`src/rtl/mac_pkg.sv`:
```
// Shared types and helpers for the MAC dot-product block.
// Build option: MAC_SATURATE_EN selects a clamping accumulator.
package mac_pkg;

  typedef enum logic [1:0] {
    ST_ACCUM = 2'd0,
    ST_FLUSH = 2'd1,
    ST_DONE  = 2'd2
  } state_e;

  function automatic int clog2(input int v);
    int r;
    r = 0;
    while ((1 << r) < v) r++;
    return r;
  endfunction

endpackage

```
`src/rtl/MultiplierNbit.sv`:
```
// Combinational unsigned N x N multiplier.
// Feeds the product register of mac_dot_product.
module MultiplierNbit #(
  parameter int N = 6
) (
  input  logic [N-1:0]   m,
  input  logic [N-1:0]   q,
  output logic [2*N-1:0] P
);

  logic [2*N-1:0] pp [N];
  logic [2*N-1:0] acc;

  // Shift-and-add over the multiplier bits.
  always_comb begin
    acc = '0;
    for (int i = 0; i < N; i++) begin
      pp[i] = q[i] ? ({{N{1'b0}}, m} << i) : '0;
      acc   = acc + pp[i];
    end
  end

  assign P = acc;

endmodule

```
`src/rtl/mac_dot_product.sv`:
```
// Streaming dot product: LEN (m,q) pairs in, one sum out.
// Build option: MAC_SATURATE_EN clamps on overflow instead of wrapping.
module mac_dot_product
  import mac_pkg::*;
#(
  parameter int N     = 6,
  parameter int LEN   = 8,
  parameter int ACC_W = 15
) (
  input  logic             clk,
  input  logic             rst_n,
  input  logic             clear,
  input  logic             in_valid,
  output logic             in_ready,
  input  logic [N-1:0]     m,
  input  logic [N-1:0]     q,
  output logic             out_valid,
  input  logic             out_ready,
  output logic [ACC_W-1:0] out_data,
  output logic             overflow
);

  localparam int CW = clog2(LEN + 1);
  localparam int PW = 2 * N;
  localparam int SW = ACC_W + 1;

  state_e           state_q, state_d;
  logic [ACC_W-1:0] acc_q, acc_d;
  logic [CW-1:0]    cnt_q, cnt_d;
  logic             ovf_q, ovf_d;
  logic [PW-1:0]    p_q;
  logic             pv_q;
  logic [PW-1:0]    prod;
  logic [SW-1:0]    sum;
  logic             accept;
  logic             last;

  MultiplierNbit #(.N(N)) u_mult (
    .m (m),
    .q (q),
    .P (prod)
  );

  assign in_ready  = (state_q == ST_ACCUM);
  assign out_valid = (state_q == ST_DONE);
  assign out_data  = out_valid ? acc_q : '0;
  assign overflow  = ovf_q;

  assign accept = in_valid && in_ready && !clear;
  assign last   = (cnt_q == CW'(LEN - 1));
  assign sum    = SW'(acc_q) + SW'(p_q);

  always_comb begin
    state_d = state_q;
    acc_d   = acc_q;
    cnt_d   = cnt_q;
    ovf_d   = ovf_q;

    if (pv_q) begin
      acc_d = sum[ACC_W-1:0];
      if (sum[ACC_W]) begin
        ovf_d = 1'b1;
`ifdef MAC_SATURATE_EN
        acc_d = '1;
`endif
      end
    end

    unique case (state_q)
      ST_ACCUM: begin
        if (accept) begin
          cnt_d = cnt_q + 1'b1;
          if (last) state_d = ST_FLUSH;
        end
      end
      ST_FLUSH: state_d = ST_DONE;
      ST_DONE: begin
        if (out_ready) begin
          state_d = ST_ACCUM;
          acc_d   = '0;
          cnt_d   = '0;
          ovf_d   = 1'b0;
        end
      end
      default: state_d = ST_ACCUM;
    endcase

    // Abort wins over every in-flight update.
    if (clear) begin
      state_d = ST_ACCUM;
      acc_d   = '0;
      cnt_d   = '0;
      ovf_d   = 1'b0;
    end
  end

  always_ff @(posedge clk or negedge rst_n) begin
    if (!rst_n) begin
      state_q <= ST_ACCUM;
      acc_q   <= '0;
      cnt_q   <= '0;
      ovf_q   <= 1'b0;
      p_q     <= '0;
      pv_q    <= 1'b0;
    end else begin
      state_q <= state_d;
      acc_q   <= acc_d;
      cnt_q   <= cnt_d;
      ovf_q   <= ovf_d;
      pv_q    <= accept;
      if (accept) p_q <= prod;
    end
  end

endmodule

```
`config.mk`:
```
export PLATFORM = sky130hd
export DESIGN_NAME = mac_dot_product
export DESIGN_NICKNAME = d
export VERILOG_FILES = /design/src/rtl/mac_pkg.sv /design/src/rtl/MultiplierNbit.sv /design/src/rtl/mac_dot_product.sv
export SDC_FILE = /design/constraint.sdc
export NUM_CORES = 1
export LEC_CHECK = 0
export ABC_AREA = 0
export CORE_MARGIN = 2
export CORE_UTILIZATION = 40
export CTS_BUF_LIST = sky130_fd_sc_hd__clkbuf_4 sky130_fd_sc_hd__clkbuf_8
export DETAILED_ROUTE_END_ITERATION = 10
export GPL_TIMING_DRIVEN = 0
export SLEW_MARGIN = 10
export SYNTH_ARGS = -nofsm -noshare
export SYNTH_HDL_FRONTEND = slang
export SYNTH_SLANG_ARGS = --single-unit
```
`constraint.sdc`:
```
create_clock -name clk -period 2 [get_ports clk]
set_input_delay 0.4 -clock clk [delete_from_list [all_inputs] [get_ports clk]]
set_output_delay 0.4 -clock clk [all_outputs]
set_load 0.02 [all_outputs]
```
[Yosys cells after proc, flatten, opt, wreduce, memory -nomap -nowiden]
Cells that the tools add are included.
Word-level totals
  register bits after elaboration: 35
  bits in latches: 0
  memory bits (writable): 0
  bits in read-only memories: 0
  output and inout port bits: 18
  word-level logic and storage cells: 51
  memories kept: 0
Operators by class
  add/sub/neg operators: 7
  multipliers: 0
  divide/modulo/power cells: 0
  magnitude comparators: 0
  equality and inequality tests: 6
  shifts and indexed selects: 0
  multiplexer cells: 25
  bitwise logic cells: 0
  reductions and logical operators: 7
Operators with widths (number)
  2-to-1 mux 15 bit: 5
  adder 12 bit: 4
  adder 15 x 12 -> 16 bit: 1
  adder 12 x 11 -> 12 bit: 1
  2-to-1 mux 4 bit: 3
  2-to-1 mux 11 bit: 1
  2-to-1 mux 10 bit: 1
  2-to-1 mux 9 bit: 1
  != test 3 x 2 -> 1 bit, second input constant: 3
  2-to-1 mux 2 bit: 4
  2-to-1 mux 8 bit: 1
  one-hot mux 4 bit (2 select lines): 1
  2-to-1 mux 7 bit: 1
  2-to-1 mux 6 bit: 1
  one-hot mux 2 bit (3 select lines): 1
  AND reduction 3 bit: 2
  2-to-1 mux 1 bit: 5
  adder 4 x 1 -> 4 bit, second input constant: 1
  == test 4 x 3 -> 1 bit, second input constant: 1
  nonzero test 3 bit: 1
  == test 2 x 1 -> 1 bit, second input constant: 1
  == test 2 bit, second input constant: 1
  logical AND 1 bit: 2
  zero test 2 bit: 1
  zero test 1 bit: 1

[Logic depth before layout (Yosys ltp)]
  word-level depth: 6
  mapped depth: 14
  mapped depth without buffers: 14

[By module]
From an unflattened synthesis, not the netlist that was laid out.
Unflattened totals
  cell total of the unflattened synthesis: 335
  area total of the unflattened synthesis: 3180.6 um^2
By module, submodules not included
  mac_dot_product: times used 1, cells each 202, area each 2112.0 um^2
  MultiplierNbit: times used 1, cells each 133, area each 1068.5 um^2

[Worst setup path after synthesis]
OpenSTA, ideal clock, no wires.
  path kind: input -> register
  start point: input port q[5]
  end point: register p_q[10]
  library setup time: 0.135 ns
  arrival time: 3.362 ns
  slack: -1.498 ns
  stages: 11
  buffers on the path: 0
  cells stage by stage: and2_1 > fa_1 > fa_1 > fa_1 > fa_1 > a21o_1 > a21oi_1 > o21bai_1 > a21oi_1 > xor2_1 > o21ai_0
On the way
  word-level cells in the longest chain between the ends: 2
Ends and longest elaborated chain
  start, declared: line mac_dot_product.sv:16  | input logic [N-1:0] q,
  2-to-1 mux 11 bit: line MultiplierNbit.sv:18  | pp[i] = q[i] ? ({{N{1'b0}}, m} << i) : '0;
  adder 12 x 11 -> 12 bit: line MultiplierNbit.sv:19  | acc = acc + pp[i];
  end signal, assigned: line mac_dot_product.sv:111  | if (accept) p_q <= prod;
  end, declared: line mac_dot_product.sv:31  | logic [PW-1:0] p_q;
No other way between the ends.
A chain may end at the register's enable or synchronous reset.

[Worst setup path in the final report]
  start point: input port m[0]
  end point: register p_q[10]
On the way
  word-level cells in the longest chain between the ends: 6
Ends and longest elaborated chain
  start, declared: line mac_dot_product.sv:15  | input logic [N-1:0] m,
  2-to-1 mux 6 bit / 2-to-1 mux 7 bit (equally long branches): line MultiplierNbit.sv:18
  adder 12 bit (4 in series): line MultiplierNbit.sv:19
  adder 12 x 11 -> 12 bit (*): line MultiplierNbit.sv:19
Mark *: on every way between the ends. The rest lies on a longest branch, timed or not.

==> impl_results.md <==
- Status: finished, violations left
- Failing checks: setup timing
- HPWL Detailed: 4.913 mm
- Worst hold margin: 180.0 ps
- Worst flop-to-flop path startpoint: acc_q[0]$_DFF_PN0_
- Chip height: 91.29 um
- DRC viols: 0
- Max_slew headroom: 0.4770
- Largest net degree at the start of global routing: 36
- Clk_lat worst skew: 290 ps
- Max IR drop VDD: 0.4314 mV
- Final min period: 3151 ps
- Synthesized area per cell: 9.153 um2
- WP data required: 2160 ps
- Syn Nets: 400
- Antenna-violating nets left: 0
- Setup violations, final: 10
- Crit path kind: in -> reg
- Hold-fix buffers, CTS: 0
- Initial core utilization: 0.4158
- Drt first pass iters: 5
- FP Rows: 31
- Sum Neg Setup Slack: -6835 ps
- Synthesized area: 0.003048 mm2
- Leakage power: 0.001885 uW
- Crit path from: m[0]
- Post-Syn Instances: 333
- First-pass GRT wire length: 10.95 mm
- Post-synth EDFFs: 0
- Most frequent cells in the layout: nand2_1, dfrtp_1, and2_1
- Util after Layout: 0.5323
- Core Region: 0.007331 mm2
- Die area: 0.008334 mm2
- Io pins: 35
- Max H-tree Level: 2
- RSZ-0062 raised after global routing: true
- Post-layout nets: 453
- Routed len/inst: 13.32 um
- Max stage delay on crit path: 560 ps
- # port buffers: 34
- Commonest non-fill, non-tap cell in the layout: nand2_1
- Crit-path most repeated cell: fa_1
- WP data arrival: 3310 ps
- Crit path max fanout: 2
- Routability cong.: 0.8010
- Placement Cell Area: 0.003567 mm2
- DRT iter0 DRCs: 42
- Global route overflow: 0
- Ant diodes: 0
- Synth Register Bits: 35
- Die width: 91.29 um
- Area grow syn2layout: 28.04%
- Worst Skew: 10.03 ps
- CTS tree: done
- Share of cells above drive strength 1: 0.2403
- Critical path's slowest cell: fa_1
- Worst hold path class: in -> async
- Via count: 2,443
- Worst setup SP type: input port
- Via/cell ratio: 5.027
- Setup WS pre-CTS: -2042 ps
- Max Freq: 0.3174 GHz
- CTS root buf: clkbuf_8
- CP Capture Type: flip-flop
- Clk slew on worst S/H paths: 80 ps
- CP cell instances: buf_8 -> and2_4 -> fa_1 -> fa_1 -> fa_1 -> fa_2 -> a21o_1 -> a21oi_2 -> o21bai_1 -> a21oi_1 -> xor2_1 -> o21ai_1
- Clock sinks: 35
- CTS buffer count: 5
- Crit share post-route: 1.575
- Final Instance Area: 0.003902 mm2
- Sequential-to-total area share from yosys stat: 0.2874
- Clk buf depth: 2
- Initial antenna violation count: 0
- Max-Cap Viols: 0
- Worst-Margin Slew: 784.5 ps
- Number of global-route vias before repair: 2,442
- Post-synth cell types: 42
- Top_reg_cell synth: dfrtp_1
- Power per cell area: 763.0 mW/mm2
- Total wire length: 6.475 mm
- Synth async-reset ratio: 1.000
- Slew Viols, Final: 0
- Post-route setup slack: -1151 ps
- Final hold viol count: 0
- GR Util All Layers: 0.1594
- Number of synthesis warnings: 0
[per-stage QoR]
step           std cells  power, uW
2_1_floorplan        333       1822
3_3_place_gp         466       2055
3_5_place_dp         466       2095
4_1_cts              482       2796
5_1_grt              486       3226
6_report             486       2978
[kinds of logic (layout without fill, tap and decap cells)]
kind of cell	count (synthesis)	count (layout)	synth area share
flip-flops	35	35	0.2874
XOR/XNOR	16	16	0.04598
AO/OA/AOI/OAI	63	63	0.1346
buffers and inverters	28	82	0.03489
adder cells (fa/ha/maj)	50	50	0.2521
AND/OR/NAND/NOR	134	134	0.2221
multiplexers	7	7	0.02299
[path summary, 6_finish.rpt]
check                                          to  depth (start not counted)  slack [ps]
setup / recovery              p_q[10]$_DFFE_PN0P_                         12       -1150
hold / removal               cnt_q[2]$_DFFE_PN0P_                          1         180
setup reg to reg              acc_q[12]$_DFF_PN0_                          8         -20
hold reg to reg            state_q[0]$_DFFE_PN0P_                          1         450
max in group asynchronous      acc_q[5]$_DFF_PN0_                          1        1270
min in group clk               p_q[0]$_DFFE_PN0P_                          3         430
[Yosys cell counts, drive strengths merged, types with 8 or more instances]
cell type / instances / area [um2]
fa: 19 / 380.4
a21o: 8 / 62.56
and2: 42 / 264.0
nand2: 42 / 157.7
dfrtp: 35 / 875.8
a21oi: 17 / 85.08
ha: 31 / 387.9
xnor2: 9 / 78.83
nor2: 23 / 88.84
o21ai: 18 / 90.08
inv: 22 / 82.58
[per-layer routing]
metal,vias up,GRT usage,share of wire
met5,-,0,0
met2,41,0.2932,0.50
li1,1233,-,-
met3,7,0.02490,0.031
met1,1162,0.1913,0.46
met4,0,0.04545,0.012
[timing repair]
item,in CTS,in global routing
setup buffers,8,4
resized for setup,113,40
cloned,0,0
setup endpoints to repair,30,25
pin swaps,19,16
[registers in the layout (all words and copies together), names as in the netlist]
signal and cells:
acc_q 15, p_q 12, state_q 2, overflow 1
pv_q 1, cnt_q 4
[worst max-delay path: cells and delay by family]
| family | cells | cell delay (ps) |
|---|---|---|
| buffers and inverters | 1 | 100 |
| xor gates and xnor gates | 1 | 160 |
| AOI/OAI and AO/OA | 5 | 630 |
| adders and majority gates | 4 | 1880 |
| and+or+nand+nor | 1 | 150 |
[power by group]
part           total (uW)  internal, uW  switching [uW]
clock network         644           371             273
registers             916           823            93.8
logic                1420           678             739
[final cells by class]
cell class	instances	area, um2
fill	665	3428
multi-input combinational	270	2292
sequential	35	877.1
timing repair buffer	46	369.1
tap	99	123.9
inverter	22	82.58
clock buffer	5	68.82
buffer	6	45.04
clock inverter	3	43.79
No activity file was read; power rests on OpenSTA's default activity.
